### src/rtl/rf_pkg.sv
// Shared register-file definitions used by the move sequencer and the single-line mover.
package rf_pkg;

    localparam int unsigned RF_ADDR_W = 9;

    typedef enum logic [1:0] {
        StIdle  = 2'd0,
        StIssue = 2'd1,
        StWait  = 2'd2,
        StFin   = 2'd3
    } rf_mv_seq_state_t;

endpackage

### src/rtl/rf_mv_seq_if.sv
// Sequencer-to-mover link: one-line move request plus the mover's level done flag.
interface rf_mv_seq_if
    import rf_pkg::*;
#(
    parameter int unsigned ADDR_W = RF_ADDR_W
);

    logic              mv_start;
    logic [ADDR_W-1:0] src_addr;
    logic [ADDR_W-1:0] dst_addr;
    logic [7:0]        mv_line_num;
    logic              mv_done;

    modport master (
        output mv_start,
        output src_addr,
        output dst_addr,
        output mv_line_num,
        input  mv_done
    );

    modport slave (
        input  mv_start,
        input  src_addr,
        input  dst_addr,
        input  mv_line_num,
        output mv_done
    );

endinterface

### src/rtl/rf_mv_seq.sv
// Multi-line move sequencer: splits a block move into single-line mover requests,
// choosing the copy direction so overlapping ranges behave like memmove.
module rf_mv_seq
    import rf_pkg::*;
#(
    parameter int unsigned ADDR_W = RF_ADDR_W
) (
    input  logic              clk,
    input  logic              rst,
    input  logic              cmd_valid,
    output logic              cmd_ready,
    input  logic [ADDR_W-1:0] cmd_src,
    input  logic [ADDR_W-1:0] cmd_dst,
    input  logic [7:0]        cmd_lines,
    output logic              busy,
    output logic              done,
    output logic              err,
    rf_mv_seq_if.master       mv
);

    typedef logic [ADDR_W:0] ext_t;

    localparam ext_t Limit = {1'b1, {ADDR_W{1'b0}}};

    rf_mv_seq_state_t  state_q, state_d;
    logic [ADDR_W-1:0] src_q, src_d;
    logic [ADDR_W-1:0] dst_q, dst_d;
    logic [7:0]        rem_q, rem_d;
    logic              desc_q, desc_d;
    logic              err_q, err_d;

    ext_t src_end;
    ext_t dst_end;
    logic range_err;
    logic overlap_desc;

    // One-past-the-end addresses, one bit wider so the range check cannot wrap.
    assign src_end      = {1'b0, cmd_src} + ext_t'(cmd_lines);
    assign dst_end      = {1'b0, cmd_dst} + ext_t'(cmd_lines);
    assign range_err    = (src_end > Limit) || (dst_end > Limit);
    assign overlap_desc = (cmd_dst > cmd_src) && ({1'b0, cmd_dst} < src_end);

    always_comb begin
        state_d = state_q;
        src_d   = src_q;
        dst_d   = dst_q;
        rem_d   = rem_q;
        desc_d  = desc_q;
        err_d   = err_q;

        unique case (state_q)
            StIdle: begin
                if (cmd_valid) begin
                    err_d  = range_err;
                    desc_d = overlap_desc;
                    rem_d  = cmd_lines;
                    if (range_err || (cmd_lines == 8'd0)) begin
                        state_d = StFin;
                    end else begin
                        state_d = StIssue;
                        if (overlap_desc) begin
                            src_d = ADDR_W'(src_end - ext_t'(1));
                            dst_d = ADDR_W'(dst_end - ext_t'(1));
                        end else begin
                            src_d = cmd_src;
                            dst_d = cmd_dst;
                        end
                    end
                end
            end
            StIssue: begin
                state_d = StWait;
            end
            StWait: begin
                if (mv.mv_done) begin
                    if (rem_q == 8'd1) begin
                        state_d = StFin;
                    end else begin
                        state_d = StIssue;
                        rem_d   = rem_q - 8'd1;
                        if (desc_q) begin
                            src_d = src_q - ADDR_W'(1);
                            dst_d = dst_q - ADDR_W'(1);
                        end else begin
                            src_d = src_q + ADDR_W'(1);
                            dst_d = dst_q + ADDR_W'(1);
                        end
                    end
                end
            end
            StFin: begin
                state_d = StIdle;
            end
            default: begin
                state_d = StIdle;
            end
        endcase
    end

    always_ff @(posedge clk) begin
        if (rst) begin
            state_q <= StIdle;
            src_q   <= '0;
            dst_q   <= '0;
            rem_q   <= '0;
            desc_q  <= 1'b0;
            err_q   <= 1'b0;
        end else begin
            state_q <= state_d;
            src_q   <= src_d;
            dst_q   <= dst_d;
            rem_q   <= rem_d;
            desc_q  <= desc_d;
            err_q   <= err_d;
        end
    end

    assign cmd_ready      = (state_q == StIdle);
    assign busy           = (state_q != StIdle);
    assign done           = (state_q == StFin);
    assign err            = (state_q == StFin) && err_q;
    assign mv.mv_start    = (state_q == StIssue);
    assign mv.src_addr    = src_q;
    assign mv.dst_addr    = dst_q;
    assign mv.mv_line_num = 8'd1;

endmodule

### src/flat_wrapper.sv
// flat-port wrapper written by rule: the top's interface ports become plain ports
module rf_mv_seq_flat import rf_pkg::*;
#(
    parameter int unsigned ADDR_W = RF_ADDR_W
)
  (clk, rst, cmd_valid, cmd_ready, cmd_src, cmd_dst, cmd_lines, busy, done, err, mv_mv_start, mv_src_addr, mv_dst_addr, mv_mv_line_num, mv_mv_done);
  rf_mv_seq_if #(.ADDR_W(ADDR_W)) mv_i ();
  input  logic clk;
  input  logic rst;
  input  logic cmd_valid;
  output logic cmd_ready;
  input  logic [ADDR_W-1:0] cmd_src;
  input  logic [ADDR_W-1:0] cmd_dst;
  input  logic [7:0] cmd_lines;
  output logic busy;
  output logic done;
  output logic err;
  output wire logic [$bits(mv_i.mv_start)-1:0] mv_mv_start;
  output wire logic [$bits(mv_i.src_addr)-1:0] mv_src_addr;
  output wire logic [$bits(mv_i.dst_addr)-1:0] mv_dst_addr;
  output wire logic [$bits(mv_i.mv_line_num)-1:0] mv_mv_line_num;
  input wire logic [$bits(mv_i.mv_done)-1:0] mv_mv_done;
  assign mv_mv_start = mv_i.mv_start;
  assign mv_src_addr = mv_i.src_addr;
  assign mv_dst_addr = mv_i.dst_addr;
  assign mv_mv_line_num = mv_i.mv_line_num;
  assign mv_i.mv_done = mv_mv_done;
  rf_mv_seq #(.ADDR_W(ADDR_W)) u_core (.clk(clk), .rst(rst), .cmd_valid(cmd_valid), .cmd_ready(cmd_ready), .cmd_src(cmd_src), .cmd_dst(cmd_dst), .cmd_lines(cmd_lines), .busy(busy), .done(done), .err(err), .mv(mv_i));
endmodule
### config.mk
export PLATFORM = sky130hd
export DESIGN_NAME = rf_mv_seq_flat
export DESIGN_NICKNAME = d
export VERILOG_FILES = /design/src/rtl/rf_pkg.sv /design/src/rtl/rf_mv_seq_if.sv /design/src/rtl/rf_mv_seq.sv /design/src/flat_wrapper.sv
export SDC_FILE = /design/constraint.sdc
export NUM_CORES = 1
export LEC_CHECK = 0
export CAP_MARGIN = 20
export CELL_PAD_IN_SITES_DETAIL_PLACEMENT = 1
export CELL_PAD_IN_SITES_GLOBAL_PLACEMENT = 1
export CORE_MARGIN = 10
export CORE_UTILIZATION = 24
export DETAILED_ROUTE_END_ITERATION = 16
export PLACE_DENSITY_LB_ADDON = 0.1
export RECOVER_POWER = 25
export SETUP_SLACK_MARGIN = 0.02
export SYNTH_ARGS = -nofsm -noshare
export SYNTH_HDL_FRONTEND = slang
export SYNTH_SLANG_ARGS = --single-unit
### constraint.sdc
create_clock -name clk -period 4.8 [get_ports clk]
set_input_delay 0.96 -clock clk [delete_from_list [all_inputs] [get_ports clk]]
set_output_delay 0.96 -clock clk [all_outputs]
set_load 0.05 [all_outputs]
==> impl_metrics.csv <==
group,metric,value,unit
logic_synthesis,yosysWarnings,0,
power_and_ir_drop,p_leak,2.21,nW
clock_network,path_clk_slew,50,ps
sta,worstMarginPinSlew,1370,ps
cells_and_area,final-instance-count-excl-fill,817,
place,io_buffer_count,52,
sta,fmax,0.219,GHz
critical_path,req_time_crit_path,4900,ps
critical_path,cp_slowest_stage_delay,440,ps
floorplan,die-height,147,um
sta,clock_skew,2.37,ps
power_and_ir_drop,power.density_cell_area,302,mW/mm2
detailed_routing,via_count,4049,
logic_synthesis,synthArstFlopShare,0,%
place,place_ws,-253,ps
floorplan,pin_count,61,
logic_synthesis,synthMostInstantiatedCell,"nand2_1",
logic_synthesis,biggest_area_consumer_among_synthesized_cells,"ha_1",
clock_network,cts_tree,"built",
worst_hold_path,min_from,"u_core.rem_q[1]",
floorplan,coreArea,0.0158,mm2
critical_path,setup.worst_path.class,"in2reg",
logic_synthesis,postSynthAreaPerCell,7.50,um2
sta,timing.final.setup_violations,0,
floorplan,die_w,147,um
detailed_routing,avgViaCountPerCell,4.96,
clock_network,clock_latency,280,ps
detailed_routing,drtIter0Drc,109,
sta,worst_slack,224,ps
job,cap_violations,0,
sta,slew_violations,0,
power_and_ir_drop,p_total,0.00154,W
sta,min_period_over_period,95.3,%
critical_path,critPathArrivalTime,4680,ps
logic_synthesis,netlist_area,0.00386,mm2
grt,grt_overflow,0,
detailed_routing,drcViolationCount,0,
critical_path,crit_fanout,7,
logic_synthesis,synthTopCellsByCount,"nand2_1 (54), ha_1 (51), nor2_1 (47)",
worst_hold_path,hold-path-endpoint,"u_core.rem_q[1]",
critical_path,endpoint_kind,"flop",
critical_path,family_of_cells_with_the_greatest_summed_delay_on_the_critical_path,"compound AO/OA/AOI/OAI gates",
sta,report.final.hold_viol_count,0,
worst_hold_path,holdCritPathClass,"reg2reg",
clock_network,number_of_buffers_created_by_cts,5,
critical_path,worst_setup_path_start_kind,"primary input",
grt,grt_usage,12.8,%
critical_path,worst_r2r_path_depth,10,
logic_synthesis,synth_seq_area_share,15.5,%
critical_path,worst_r2r_startpoint,"u_core.desc_q",
cells_and_area,final_util,32.3,%
place,place.gp.congestion,0.829,
cells_and_area,final_nets,687,
run_status,status,"completed",
logic_synthesis,ys_flop_type,"dfxtp_1",
logic_synthesis,synth_edf_count,0,
logic_synthesis,yosys.area.top_type_share,16.5,%
logic_synthesis,ys_ff_latch,30,
sta,min_clock_period_post_route,4580,ps
clock_network,numClockSinks,30,
logic_synthesis,ys_top_cells_by_area,"ha_1 (17%), dfxtp_1 (16%), nand2_1 (5.2%), a21oi_1 (5.1%), xnor2_1 (4.8%)",
logic_synthesis,synthesis.instances,515,
power_and_ir_drop,peak_supply_drop,0.000118,V
detailed_routing,drt-pass1-iter-count,4,
clock_network,clk_path_buf_depth,2,
clock_network,cts_max_level,2,
clock_network,cts-root-buf,"clkbuf_16",
critical_path,critical_path.cell_chain,"clkdlybuf4s50_1, ha_2, fa_2, a21o_1, buf_4, a311o_1, nand3_2, inv_1, ha_1, and4_4, o211ai_1, o211a_1, o221a_4, buf_4, a311o_1, o211ai_1, a21oi_1",
grt,grt_antenna_before_repair,0,
grt,grt_max_degree,26,
sta,whs,474,ps
floorplan,initial_core_utilization,24.4,%
worst_hold_path,worst_hold_path.num_cells,2,
critical_path,timing.reg2reg.setup_slack,1950,ps
cells_and_area,insertedDiodeCount,0,
cells_and_area,drive_gt1_share,13.5,%
grt,grt_pass1_vias,4167,
critical_path,cell_with_the_biggest_individual_delay_on_the_critical_path,"clkdlybuf4s50_1",
detailed_routing,drt-total-wl,14200,um
sta,rsz0062_at_grt,"false",
cells_and_area,syn_to_final_growth,32.3,%
floorplan,die_area,0.0216,mm2
logic_synthesis,post_synth_num_cell_types,66,
critical_path,worstReg2RegEnd,"u_core.mv.src_addr[8]",
place,dp_hpwl,11800,um
critical_path,crit_buf_inv,4,
detailed_routing,route.antenna.remaining_nets,0,
detailed_routing,post_drt_wl_per_cell,17.4,um
floorplan,std_cell_rows,46,
grt,grt_first_pass_wirelength,22700,um
place,numPlacedInstances,806,
sta,timing.slew.headroom,8.75,%
## registers in the layout (all words and copies together), names as in the netlist
register / count
u_core.mv.dst_addr: 9
u_core.mv.src_addr: 9
u_core.rem_q: 8
u_core.state_q: 2
u_core.desc_q: 1
u_core.err_q: 1
## worst min-delay path, delay by kind of cell, from the launching register on
kind               cells  cell delay [ps]
AOI/OAI and AO/OA      1               50
and+or+nand+nor        1               60
DFF                    1              320
## what timing repair did
item                                    in CTS  in global routing
endpoints found under the setup margin       0                 16
resized for setup                            0                 21
buffers inserted                             0                  4
hold buffers                                 0                  0
endpoints found under the hold margin        0                  0
## power breakdown
| group | switching [W] | total [W] | internal [W] |
|---|---|---|---|
| Sequential | 0.0000448 | 0.000335 | 0.000290 |
| Combinational | 0.000535 | 0.000898 | 0.000363 |
| Clock | 0.000112 | 0.000312 | 0.000200 |
## kinds of logic after synthesis
| family | after synthesis | synth area share (%) |
|---|---|---|
| AOI/OAI and AO/OA | 164 | 29.1 |
| xor gates and xnor gates | 33 | 7.48 |
| adders and majority gates | 55 | 18.6 |
| buffers and inverters | 58 | 7.02 |
| DFF | 30 | 15.5 |
| muxes | 5 | 1.29 |
| other | 2 | 0.194 |
| and+or+nand+nor | 168 | 20.8 |
## through the flow
step	setup TNS (ps)	area, um2
3_3_place_gp	-983	4860
2_1_floorplan	0	3890
3_5_place_dp	-3000	4860
5_1_grt	0	5110
4_1_cts	0	5000
6_report	0	5110
## layer usage
metal / vias up / track usage [%] / share of wire, %
met5: - / 0 / 0
met4: 0 / 3.42 / 0.99
met3: 6 / 1.87 / 3.0
met2: 52 / 20.6 / 46
met1: 1952 / 17.5 / 50
li1: 2039 / - / -
## cells in the final DEF (no fill, tap or decap), drive strengths merged, types with 3 or more instances in the layout
| cell | n |
|---|---|
| a211o | 4 |
| a211oi | 12 |
| a21o | 11 |
| a21oi | 40 |
| a221oi | 4 |
| a311o | 4 |
| a311oi | 7 |
| a31oi | 9 |
| and2 | 4 |
| and3 | 5 |
| buf | 45 |
| clkbuf | 7 |
| clkdlybuf4s50 | 42 |
| conb | 8 |
| dfxtp | 30 |
| dlygate4sd3 | 9 |
| fa | 4 |
| ha | 51 |
| inv | 34 |
| mux2i | 5 |
| nand2 | 54 |
| nand2b | 6 |
| nand3 | 5 |
| nand4 | 5 |
| nor2 | 47 |
| nor2b | 8 |
| nor3 | 12 |
| o211ai | 10 |
| o21a | 4 |
| o21ai | 37 |
| o31ai | 3 |
| or2 | 4 |
| or3 | 5 |
| or4 | 4 |
| xnor2 | 21 |
| xor2 | 12 |
## cell type report
class | count | area [um2]
fillers | 1903 | 10700
inverters | 34 | 128
flip-flops and latches | 30 | 601
multi-input cells | 433 | 3100
clock buffers | 6 | 139
repair buffers | 98 | 878
well taps | 216 | 270
## worst max path at each step
stage | cells after the start | start | endpoint | slack (ps)
3_3_place_gp | 17 | cmd_lines[1] | u_core.mv.src_addr[3] | -140
2_1_floorplan | 17 | cmd_src[0] | u_core.mv.src_addr[4] | 460
5_1_grt | 19 | cmd_src[0] | u_core.mv.dst_addr[0] | 20
6_report | 17 | cmd_src[0] | u_core.mv.src_addr[8] | 220
3_5_place_dp | 17 | cmd_lines[1] | u_core.mv.src_addr[3] | -250
4_1_cts | 17 | cmd_lines[1] | u_core.mv.src_addr[3] | 30
Power figures use the tool's default switching activity.
